==> config.mk <==
export PLATFORM = sky130hd
export DESIGN_NAME = countdown_hms_flat
export DESIGN_NICKNAME = d
export VERILOG_FILES = /design/src/rtl/countdown_hms_if.sv /design/src/rtl/countdown_hms.sv /design/src/flat_wrapper.sv
export SDC_FILE = /design/constraint.sdc
export NUM_CORES = 1
export LEC_CHECK = 0
export BUFFER_PORTS_ARGS = -buffer_cell sky130_fd_sc_hd__buf_2
export CAP_MARGIN = 20
export CORE_MARGIN = 2
export CORE_UTILIZATION = 53
export CTS_CLUSTER_DIAMETER = 60
export DETAILED_ROUTE_END_ITERATION = 6
export PLACE_DENSITY = 0.74
export SYNTH_ARGS = -nofsm -noshare
export SYNTH_HDL_FRONTEND = slang
export SYNTH_SLANG_ARGS = --single-unit
export TNS_END_PERCENT = 20
==> constraint.sdc <==
create_clock -name clk -period 2.37 [get_ports clk]
set_input_delay 0.474 -clock clk [delete_from_list [all_inputs] [get_ports clk]]
set_output_delay 0.474 -clock clk [all_outputs]
set_load 0.005 [all_outputs]
==> src/rtl/countdown_hms_if.sv <==
// Command and display bundle for countdown_hms. The master drives the load/start/pause
// commands and reads the count. The slave is the counter itself.
interface countdown_hms_if;
  logic       load;
  logic [4:0] load_hh;
  logic [5:0] load_mm;
  logic [5:0] load_ss;
  logic       start;
  logic       pause;
  logic [4:0] hh_out;
  logic [5:0] mm_out;
  logic [5:0] ss_out;
  logic       running;
  logic       done;

  modport master (
    output load, load_hh, load_mm, load_ss, start, pause,
    input  hh_out, mm_out, ss_out, running, done
  );

  modport slave (
    input  load, load_hh, load_mm, load_ss, start, pause,
    output hh_out, mm_out, ss_out, running, done
  );
endinterface

==> src/rtl/countdown_hms.sv <==
// HH:MM:SS countdown timer. A CLK_FREQ-cycle prescaler produces the one-second tick.
// Optional macro COUNTDOWN_AUTO_RELOAD_EN makes the timer restart from the last preset instead of stopping.
module countdown_hms #(
  parameter int unsigned CLK_FREQ = 50000000
) (
  input  logic           clk,
  input  logic           rst_n,
  countdown_hms_if.slave bus
);
  localparam int unsigned   PW         = $clog2(CLK_FREQ);
  localparam logic [PW-1:0] PRESC_LAST = PW'(CLK_FREQ - 1);

  typedef enum logic [1:0] {S_IDLE, S_RUN, S_PAUSE, S_DONE} state_t;

  state_t        state, state_nxt;
  logic [PW-1:0] presc, presc_nxt;
  logic [4:0]    hh, hh_nxt, rl_hh, rl_hh_nxt;
  logic [5:0]    mm, mm_nxt, rl_mm, rl_mm_nxt;
  logic [5:0]    ss, ss_nxt, rl_ss, rl_ss_nxt;
  logic          running_q, running_nxt;
  logic          done_q, done_nxt;
  logic          tick, cnt_zero, hit_zero, rl_zero;

  assign tick     = (state == S_RUN) && (presc == PRESC_LAST);
  assign cnt_zero = (hh == '0) && (mm == '0) && (ss == '0);
  assign hit_zero = tick && (hh == '0) && (mm == '0) && (ss == 6'd1);
  assign rl_zero  = (rl_hh == '0) && (rl_mm == '0) && (rl_ss == '0);

  always_ff @(posedge clk or negedge rst_n) begin
    if (!rst_n) begin
      state     <= S_IDLE;
      presc     <= '0;
      hh        <= '0;
      mm        <= '0;
      ss        <= '0;
      rl_hh     <= '0;
      rl_mm     <= '0;
      rl_ss     <= '0;
      running_q <= 1'b0;
      done_q    <= 1'b0;
    end else begin
      state     <= state_nxt;
      presc     <= presc_nxt;
      hh        <= hh_nxt;
      mm        <= mm_nxt;
      ss        <= ss_nxt;
      rl_hh     <= rl_hh_nxt;
      rl_mm     <= rl_mm_nxt;
      rl_ss     <= rl_ss_nxt;
      running_q <= running_nxt;
      done_q    <= done_nxt;
    end
  end

  // A start that is asserted in RUN takes priority over pause, so that start blocks the pause.
  always_comb begin
    state_nxt = state;
    if (bus.load) begin
      state_nxt = S_IDLE;
    end else begin
      unique case (state)
        S_IDLE, S_PAUSE: if (bus.start && !cnt_zero) state_nxt = S_RUN;
        S_RUN: begin
`ifdef COUNTDOWN_AUTO_RELOAD_EN
          if (hit_zero && rl_zero) state_nxt = S_DONE;
`else
          if (hit_zero) state_nxt = S_DONE;
`endif
          else if (!bus.start && bus.pause) state_nxt = S_PAUSE;
        end
        S_DONE: state_nxt = S_DONE;
        default: state_nxt = S_IDLE;
      endcase
    end
  end

  // The pausing cycle still counts as a full RUN cycle. The prescaler freezes only afterwards.
  always_comb begin
    presc_nxt   = presc;
    hh_nxt      = hh;
    mm_nxt      = mm;
    ss_nxt      = ss;
    rl_hh_nxt   = rl_hh;
    rl_mm_nxt   = rl_mm;
    rl_ss_nxt   = rl_ss;
    done_nxt    = 1'b0;
    running_nxt = (state_nxt == S_RUN);
    if (bus.load) begin
      hh_nxt    = (bus.load_hh > 5'd23) ? 5'd23 : bus.load_hh;
      mm_nxt    = (bus.load_mm > 6'd59) ? 6'd59 : bus.load_mm;
      ss_nxt    = (bus.load_ss > 6'd59) ? 6'd59 : bus.load_ss;
      rl_hh_nxt = hh_nxt;
      rl_mm_nxt = mm_nxt;
      rl_ss_nxt = ss_nxt;
      presc_nxt = '0;
    end else if (state == S_RUN) begin
      presc_nxt = tick ? '0 : presc + 1'b1;
      if (tick) begin
`ifdef COUNTDOWN_AUTO_RELOAD_EN
        if (cnt_zero) begin
          hh_nxt = rl_hh;
          mm_nxt = rl_mm;
          ss_nxt = rl_ss;
        end else
`endif
        if (ss != '0) begin
          ss_nxt = ss - 6'd1;
        end else begin
          ss_nxt = 6'd59;
          if (mm != '0) begin
            mm_nxt = mm - 6'd1;
          end else begin
            mm_nxt = 6'd59;
            if (hh != '0) hh_nxt = hh - 5'd1;
          end
        end
        done_nxt = hit_zero;
      end
    end
  end

  assign bus.hh_out  = hh;
  assign bus.mm_out  = mm;
  assign bus.ss_out  = ss;
  assign bus.running = running_q;
  assign bus.done    = done_q;
endmodule

==> src/flat_wrapper.sv <==
// flat-port wrapper written by rule: the top's interface ports become plain ports
module countdown_hms_flat 
#(
  parameter int unsigned CLK_FREQ = 50000000
)
  (clk, rst_n, bus_load, bus_load_hh, bus_load_mm, bus_load_ss, bus_start, bus_pause, bus_hh_out, bus_mm_out, bus_ss_out, bus_running, bus_done);
  countdown_hms_if bus_i ();
  input  logic clk;
  input  logic rst_n;
  input wire logic [$bits(bus_i.load)-1:0] bus_load;
  input wire logic [$bits(bus_i.load_hh)-1:0] bus_load_hh;
  input wire logic [$bits(bus_i.load_mm)-1:0] bus_load_mm;
  input wire logic [$bits(bus_i.load_ss)-1:0] bus_load_ss;
  input wire logic [$bits(bus_i.start)-1:0] bus_start;
  input wire logic [$bits(bus_i.pause)-1:0] bus_pause;
  output wire logic [$bits(bus_i.hh_out)-1:0] bus_hh_out;
  output wire logic [$bits(bus_i.mm_out)-1:0] bus_mm_out;
  output wire logic [$bits(bus_i.ss_out)-1:0] bus_ss_out;
  output wire logic [$bits(bus_i.running)-1:0] bus_running;
  output wire logic [$bits(bus_i.done)-1:0] bus_done;
  assign bus_i.load = bus_load;
  assign bus_i.load_hh = bus_load_hh;
  assign bus_i.load_mm = bus_load_mm;
  assign bus_i.load_ss = bus_load_ss;
  assign bus_i.start = bus_start;
  assign bus_i.pause = bus_pause;
  assign bus_hh_out = bus_i.hh_out;
  assign bus_mm_out = bus_i.mm_out;
  assign bus_ss_out = bus_i.ss_out;
  assign bus_running = bus_i.running;
  assign bus_done = bus_i.done;
  countdown_hms #(.CLK_FREQ(CLK_FREQ)) u_core (.clk(clk), .rst_n(rst_n), .bus(bus_i));
endmodule
; Word level (Yosys, flattened, before mapping)
; Cells that the tools add are included.
[classes]
n_addsub = 4
order_cmp = 3
eq_ne = 8
muxes = 29
n_reduce_logical = 24
[op_table]
columns = operator, n
row1 = 26-bit 2-to-1 mux, 3
row2 = 6-bit 2-to-1 mux, 11
row3 = 5-bit 2-to-1 mux, 7
row4 = "26-bit by 1-bit adder with 26-bit output, second input constant", 1
row5 = "26-bit equality test, second input constant", 1
row6 = "6-bit greater-than comparator, second input constant", 2
row7 = 6-bit zero test, 2
row8 = 6-bit nonzero test, 2
row9 = "6-bit by 1-bit subtractor with 6-bit output, second input constant", 2
row10 = 1-bit logical AND, 8
row11 = 2-bit 2-to-1 mux, 4
row12 = "6-bit by 1-bit equality test with 1-bit output, second input constant", 1
row13 = 2-bit case mux with 3 select lines, 1
row14 = 2-bit nonzero test, 3
row15 = "5-bit greater-than comparator, second input constant", 1
row16 = 5-bit zero test, 1
row17 = 5-bit AND reduction, 1
row18 = 5-bit nonzero test, 1
row19 = "5-bit by 1-bit subtractor with 5-bit output, second input constant", 1
row20 = "2-bit by 1-bit equality test with 1-bit output, second input constant", 2
row21 = "2-bit equality test, second input constant", 2
row22 = "2-bit inequality test, second input constant", 2
row23 = 1-bit 2-to-1 mux, 3
row24 = 3-bit AND reduction, 1
row25 = 4 further kinds, 5
[totals]
register_bits = 47
input_bits = 22
out_inout_bits = 19
elab_cells = 75

; Logic depth before layout (Yosys ltp)
; Gate-level depths: netlist (run 1).
[logic_depth]
ltp_word = 9
ltp_mapped = 8
depth_no_buf = 7

; Worst setup path after synthesis (run 1)
; No wires, ideal clock.
[synth_timing]
path_type = reg2reg
from = register u_core.presc[0]
to = register u_core.hh[2], in the netlist u_core.bus.hh_out[2]
setup_time_ns = 0.126
t_arrival_ns = 1.951
t_required_ns = 2.244
slack_ns = 0.293
stages_incl_launch_ff = 8
n_path_buf = 1
synth_period_minus_slack_ns = 2.077
cell_sequence = dfrtp_1 -> ha_1 -> and4b_1 -> nand4bb_1 -> buf_6 -> or3_4 -> o31a_1 -> o32a_1
[synth_via]
elab_chain_cells = 4
[synth_rtl]
columns = item, line_no
row1 = from (decl), countdown_hms.sv:16  ; logic [PW-1:0] presc, presc_nxt;
row2 = from (signal assigned), countdown_hms.sv:43  ; presc <= presc_nxt;
row3 = 26-bit equality test, countdown_hms.sv:24  ; assign tick = (state == S_RUN) && (presc == PRESC_LAST);
row4 = 1-bit logical AND, countdown_hms.sv:24
row5 = 2-bit nonzero test (no source line), -
row6 = 5-bit AND reduction (no source line), -
row7 = to (signal assigned), countdown_hms.sv:44  ; hh <= hh_nxt;
row8 = to (decl), countdown_hms.sv:17  ; logic [4:0] hh, hh_nxt, rl_hh, rl_hh_nxt;
; Every way passes these cells.
; A chain may end at the register's enable or synchronous reset.

; Worst setup path after layout (run 1)
[layout_timing]
from = register u_core.hh[0], in the netlist u_core.bus.hh_out[0]
to = register u_core.state[0]
[layout_via]
elab_chain_cells = 8
elab_cells_between_ends = 12
cone_classes = mux (4) / reduce/logical (8)
[layout_rtl]
columns = item, line_no
row1 = 5-bit zero test *, "countdown_hms.sv:25, countdown_hms.sv:26"
row2 = 1-bit logical AND (2 in series), countdown_hms.sv:25  ; assign cnt_zero = (hh == '0) && (mm == '0) && (ss == '0);
row3 = 1-bit zero test, countdown_hms.sv:62  ; S_IDLE, S_PAUSE: if (bus.start && !cnt_zero) state_nxt = S_RUN;
row4 = 1-bit logical AND, countdown_hms.sv:62
row5 = 2-bit 2-to-1 mux, countdown_hms.sv:62
row6 = 2-bit case mux with 3 select lines *, countdown_hms.sv:61  ; unique case (state)
row7 = 2-bit 2-to-1 mux *, countdown_hms.sv:58  ; if (bus.load) begin
row8 = named net u_core.state_nxt[0], countdown_hms.sv:15  ; state_t state, state_nxt;
row9 = to (signal assigned), countdown_hms.sv:42  ; state <= state_nxt;
row10 = to (decl), countdown_hms.sv:15
; Mark *: on every way through the listed nets, which the timed path passes. The rest lies on a longest branch.

==> out/metrics.yaml, run 1 <==
status:
  outcome: "completed"
critical_path:
  worstPathCellList: "inv_1 > ha_1 > or4b_2 > or3_1 > nand2b_1 > a31oi_1"
  cp_max_fo: 5
  worst-path-buf-inv: 1
  critPathCaptureType: "flop"
  r2r_slack_ns: 0.16
  critPathKind: "reg -> reg"
  crit_arrival_ns: 2.44
  r2r_cells: 6
  r2r-start: "u_core.bus.hh_out[0]"
  critPathLaunchType: "flop"
  r2r-end: "u_core.state[0]"
  critical-path-max-stage-delay_ns: 0.66
  worstPathRequired_ns: 2.61
  crit_slowest_cell: "or4b_2"
  crit_family: "simple AND/OR/NAND/NOR gates"
final_layout:
  fin_nets: 401
  n_antenna_cell: 0
  final_cell_mix: "47 x dfrtp_1, 40 x nor2_1, 40 x buf_2"
  syn_to_final_growth_pct: 14.74
  fillers: 452
  layout-drive-gt1-share_pct: 18.82
  finalNonFillerCells: 442
  seq_area_um2: 1176
  layout_commonest_cell: "dfrtp_1"
  multi_input_area_um2: 1588
  final_area_um2: 3292
drt:
  vias: 2593
  post_drt_via_cell_ratio: 5.867
  route.antenna.remaining_nets: 0
  drtIter0Drc: 99
  dr.pass1.iters: 5
  drc: 0
  wirelength_um: 6740
  routedWlPerCell_um: 15.25
sta:
  period_minus_slack_ns: 2.206
  whs_ns: 0.1409
  tns_ns: 0
  rsz0062_at_grt: "false"
  tightest_slew_ns: 0.6844
  setup_viol: 0
  slew_violations: 0
  hold_violations: 0
  fmax_mhz: 453.3
  slew_headroom_pct: 53.89
  skew_ns: 0.01056
  fin_crit_sh_pct: 93.08
min_path:
  hold_path.class: "in -> async"
synthesis:
  synth_top_cell_by_area: "dfrtp_1"
  synthesis.nets: 354
  synth-simple-area-share_pct: 30.61
  avgSynthCellArea_um2: 8.855
  async_flop_share_pct: 100.0
  synth_mux_area_share_pct: 0.7414
  synth_area_leaders: "dfrtp_1 41%, nor2_1 5.2%, nand2_1 4.4%"
  seq_area_frac_synth_pct: 40.99
  synth_compound_gate_area_share_pct: 13.48
  synthAdderAreaFrac_pct: 3.489
  yosysUniqueCellTypes: 59
  netlist_instances: 324
  synth_edf_count: 0
  synth-xor-area-share_pct: 7.021
  synth_top_area_share_pct: 40.99
  ys_warn_count: 0
  synth_top_family_by_area: "simple AND/OR/NAND/NOR gates"
  ys_ff_latch: 47
  yosys_most_used_dff: "dfrtp_1"
  syn_area_um2: 2869
placement:
  placed_area_um2: 3203
  portBuffers: 40
  place_congestion: 0.8732
  dp.cells: 434
  detailed_place_hpwl_um: 5018
grt:
  grt_max_degree: 26
  met3_usage_pct: 3.605
  grt_use_total_pct: 23.53
  use_met1_pct: 31.92
  grt_pass1_vias: 2419
  busiest_layer: "met2"
  grt_overflow: 0
  antenna_found_initial: 0
  grt_pass1_wl_um: 11450
  grtUsageMet2_pct: 39.65
clock_network:
  worstSkewPairLatency_ns: 0.31
  htreeDepth: 2
  cts_tree: "built"
  cts_resized: 0
  post_cts_buffers: 0
  cts_buffer_depth: 2
  cts_hold_buf: 0
  path_clk_slew_ns: 0.09
  clock-sinks: 47
  clock-root-buffer: "clkbuf_8"
  cts_buffers: 5
floorplanning:
  initial_utilization_pct: 55.47
  die_y_um: 77.58
  row_count: 26
  die_area_um2: 6018
  core_region_area_um2: 5172
  die_w_um: 77.58
  io_pins: 41
pwr:
  vdd_drop_max_uv: 254.8
  p_total_uw: 1659
  power_leakage_uw: 0.001455
  powerDensity_nw_per_um2: 503.9
flow_run:
  maxCapViolations: 0
-- layout make-up --
class / instances / share of cell area [%]
multi-input combinational: 251 / 48.23
sequential: 47 / 35.73
timing repair buffer: 51 / 8.970
tap: 70 / 2.661
clock buffer: 5 / 2.090
inverter: 15 / 1.710
clock inverter: 3 / 0.6081
-- per-layer routing --
metal | vias to the layer above | share of wire [%]
met5 | - | 0
met4 | 0 | 0.93
met3 | 5 | 3.8
met2 | 48 | 48
met1 | 1277 | 48
li1 | 1263 | -
-- worst max-delay path by stage --
stage	from	end	slack [ns]	cells past startpoint
2_1_floorplan	u_core.presc[0]	u_core.bus.hh_out[2]	0.29	7
5_1_grt	u_core.bus.hh_out[0]	u_core.state[0]	0.04	6
4_1_cts	u_core.bus.hh_out[0]	u_core.state[0]	0.16	6
6_report	u_core.bus.hh_out[0]	u_core.state[0]	0.16	6
3_3_place_gp	u_core.bus.hh_out[0]	u_core.state[0]	0.25	6
3_5_place_dp	u_core.bus.hh_out[0]	u_core.state[0]	0.18	6
-- power by group --
part,total (µW),leakage (µW),switching (µW),internal (µW)
Combinational,280,0.000798,158,122
Sequential,891,0.000617,50.0,841
Clock,488,0.0000402,283,206
-- cell usage after synthesis, types with 2 or more instances --
cell,n
a211oi_1,4
a21oi_1,14
a311oi_1,2
and3_1,9
and4_1,4
and4b_1,2
clkbuf_1,10
dfrtp_1,47
ha_1,8
inv_1,15
nand2_1,34
nand2b_1,4
nand3_1,12
nand3b_1,2
nand4_1,10
nor2_1,40
nor2b_1,3
nor3_1,11
nor4_1,10
o21a_1,2
o21ai_0,11
o21ai_1,2
o22ai_1,2
o31a_1,2
o31ai_1,3
or3_1,7
xnor2_1,13
xor2_1,10
-- metrics by stage --
stage	worst slack, ns	util [%]
2_1_floorplan	0.2933	-
4_1_cts	0.1639	63.64
6_report	0.1639	63.64
3_5_place_dp	0.1779	61.93
3_3_place_gp	0.2501	61.93
5_1_grt	0.03563	63.64
-- registers in the layout, summed over array words and instances, names as in the netlist --
register	count
u_core.bus.hh_out	5
u_core.bus.mm_out	6
u_core.state	2
u_core.bus.done	1
u_core.bus.ss_out	6
u_core.presc	26
u_core.bus.running	1
-- cells by family after synthesis --
group	count (synthesis)
XOR/XNOR	23
AO/OA/AOI/OAI	56
flip-flops	47
multiplexers	2
AND/OR/NAND/NOR	162
buffers and inverters	26
adder cells (fa/ha/maj)	8
(Power assumes the default switching activity.)
==> inputs of run 2 (changes only) <==
Settings changed: CORE_UTILIZATION 53 to 40, PLACE_DENSITY 0.74 to 0.58.
==> out/metrics.yaml, run 2 (synthesis gave the netlist of run 1 again) <==
status:
  outcome: "completed"
flow_run:
  maxCapViolations: 0  # unchanged
sta:
  fin_crit_sh_pct: 92.71  # -0.37 points
  slew_headroom_pct: 48.24  # -5.7 points
  slew_violations: 0  # unchanged
  tightest_slew_ns: 0.7683  # +0.08392 ns
  fin_ws_ns: 0.1727  # +0.008739 ns
  skew_ns: 0.004488  # -0.006072 ns
  hold_violations: 0  # unchanged
  fmax_mhz: 455.1  # +0.40%
  setup_viol: 0  # unchanged
  period_minus_slack_ns: 2.197  # -0.008739 ns
  tns_ns: 0  # unchanged
  rsz0062_at_grt: "false"
drt:
  routedWlPerCell_um: 14.62  # -4.1%
  vias: 2538  # -2.1%
  dr.pass1.iters: 4  # -1
  post_drt_via_cell_ratio: 5.446  # -7.2%
  route.antenna.remaining_nets: 0  # unchanged
  drc: 0  # unchanged
  drtIter0Drc: 132  # +33%
  wirelength_um: 6814  # +1.1%
critical_path:
  crit_slowest_cell: "or4b_2"
  critPathCaptureType: "flop"
  worstPathCellList: "inv_1 > ha_1 > or4b_2 > or3_1 > nand2b_1 > a31oi_1"
  worstPathRequired_ns: 2.60  # about the same
  r2r_slack_ns: 0.17  # about the same
  critical-path-max-stage-delay_ns: 0.67  # about the same
  endpoint: "u_core.state[0]"
  critPathLaunchType: "flop"
  worstSetupStartpoint: "u_core.bus.hh_out[0]"
  r2r_cells: 6  # unchanged
  cp_max_fo: 5  # unchanged
  r2r-end: "u_core.state[0]"
  crit_cells: 6  # unchanged
  worst-path-buf-inv: 1  # unchanged
  critPathKind: "reg -> reg"
  r2r-start: "u_core.bus.hh_out[0]"
  crit_arrival_ns: 2.42  # -0.02 ns
  crit_family: "simple AND/OR/NAND/NOR gates"
final_layout:
  final_util_pct: 48.60  # -15 points
  syn_to_final_growth_pct: 16.35
  n_antenna_cell: 0  # unchanged
  largest_reg_flops: 26  # unchanged
  layout_commonest_cell: "dfrtp_1"
  largest-register: "u_core.presc"
  fillers: 679  # +50%
  layout-drive-gt1-share_pct: 18.38  # -0.44 points
  finalNonFillerCells: 466  # +5.4%
  fin_nets: 399  # -0.50%
  final_cell_mix: "47 x dfrtp_1, 40 x nor2_1, 40 x buf_2"
clock_network:
  htreeDepth: 2  # unchanged
  cts_buffer_depth: 2  # unchanged
  clock-root-buffer: "clkbuf_8"
  post_cts_buffers: 0  # unchanged
  cts_resized: 0  # unchanged
  worstSkewPairLatency_ns: 0.30  # about the same
  path_clk_slew_ns: 0.09  # about the same
  clock-sinks: 47  # unchanged
  cts_hold_buf: 0  # unchanged
  cts_tree: "built"
  cts_buffers: 5  # unchanged
placement:
  dp_slack_ns: 0.2056  # +0.02770 ns
  place_congestion: 0.9027  # +3.4%
  portBuffers: 40  # unchanged
  dp.cells: 458  # +5.5%
  detailed_place_hpwl_um: 4965  # -1.0%
grt:
  grt_overflow: 0  # unchanged
  grt_use_total_pct: 18.38  # -5.1 points
  grt_pass1_vias: 2406  # -0.54%
  grt_pass1_wl_um: 11410  # -0.37%
  antenna_found_initial: 0  # unchanged
  grt_max_degree: 48  # +85%
min_path:
  hold_path.class: "in -> async"
pwr:
  clockPowerShare_pct: 34.7  # +5.3 points
  p_comb_share_pct: 15.5  # -1.4 points
  vdd_drop_max_uv: 334.1  # +31%
  power_switching_uw: 486.2  # -1.0%
  p_sw_share_pct: 27.16  # -2.5 points
  powerDensity_nw_per_um2: 536.3  # +6.4%
  power.share.sequential_pct: 49.8  # -3.9 points
  p_int_uw: 1304  # +12%
  power_leakage_uw: 0.001467  # +0.81%
floorplanning:
  io_pins: 41  # unchanged
  die_area_um2: 7866  # +31%
  die_w_um: 88.69  # +14%
  die_y_um: 88.69  # +14%
  row_count: 30  # +15%
  initial_utilization_pct: 41.77  # -14 points
  core_region_area_um2: 6869  # +33%
## run 2: how the worst min path moves through the flow
stage / start / cells past startpoint / end / slack, ns
floorplan: rst_n / 0 / u_core.bus.done / 0.18
global placement: rst_n / 2 / u_core.bus.hh_out[2] / 0.48
detailed placement: rst_n / 2 / u_core.bus.hh_out[2] / 0.48
CTS: rst_n / 2 / u_core.bus.hh_out[2] / 0.16
global route: rst_n / 2 / u_core.bus.ss_out[2] / 0.17
finish: rst_n / 2 / u_core.bus.hh_out[1] / 0.13
## run 2: power groups by stage
stage | sequential [µW] | clock, µW | combinational (µW)
after floorplan | 900 | 0 | 155
after global placement | 905 | 0 | 277
after detailed placement | 906 | 0 | 281
after CTS | 891 | 640 | 282
after global routing | 897 | 671 | 316
final | 891 | 621 | 278
## run 2: cell type report
| type | instances | area (µm²) | area share [%] |
|---|---|---|---|
| multi-input cells | 251 | 1588 | 47.56 |
| flip-flops and latches | 47 | 1176 | 35.23 |
| repair buffers | 49 | 280.3 | 8.396 |
| well taps | 96 | 120.1 | 3.598 |
| clock buffers | 6 | 82.58 | 2.474 |
| inverters | 15 | 56.30 | 1.687 |
| clock inverters | 2 | 35.03 | 1.049 |
## run 2: layer usage
metal / up-vias / wire length (µm) / part of all wire [%] / track usage [%]
met5: - / 0 / 0 / 0
met4: 0 / 111 / 1.6 / 6.061
met3: 9 / 299 / 4.4 / 2.612
met2: 67 / 3001 / 44 / 28.70
met1: 1202 / 3401 / 50 / 26.24
li1: 1260 / - / - / -
## run 2: stage by stage
step | hold WS [ns] | instance area, µm² | power, µW
2_1_floorplan | 0.1784 | 2869 | 1055
3_3_place_gp | 0.4843 | 3221 | 1181
3_5_place_dp | 0.4844 | 3221 | 1188
4_1_cts | 0.1551 | 3338 | 1812
5_1_grt | 0.1652 | 3338 | 1883
6_report | 0.1336 | 3338 | 1790
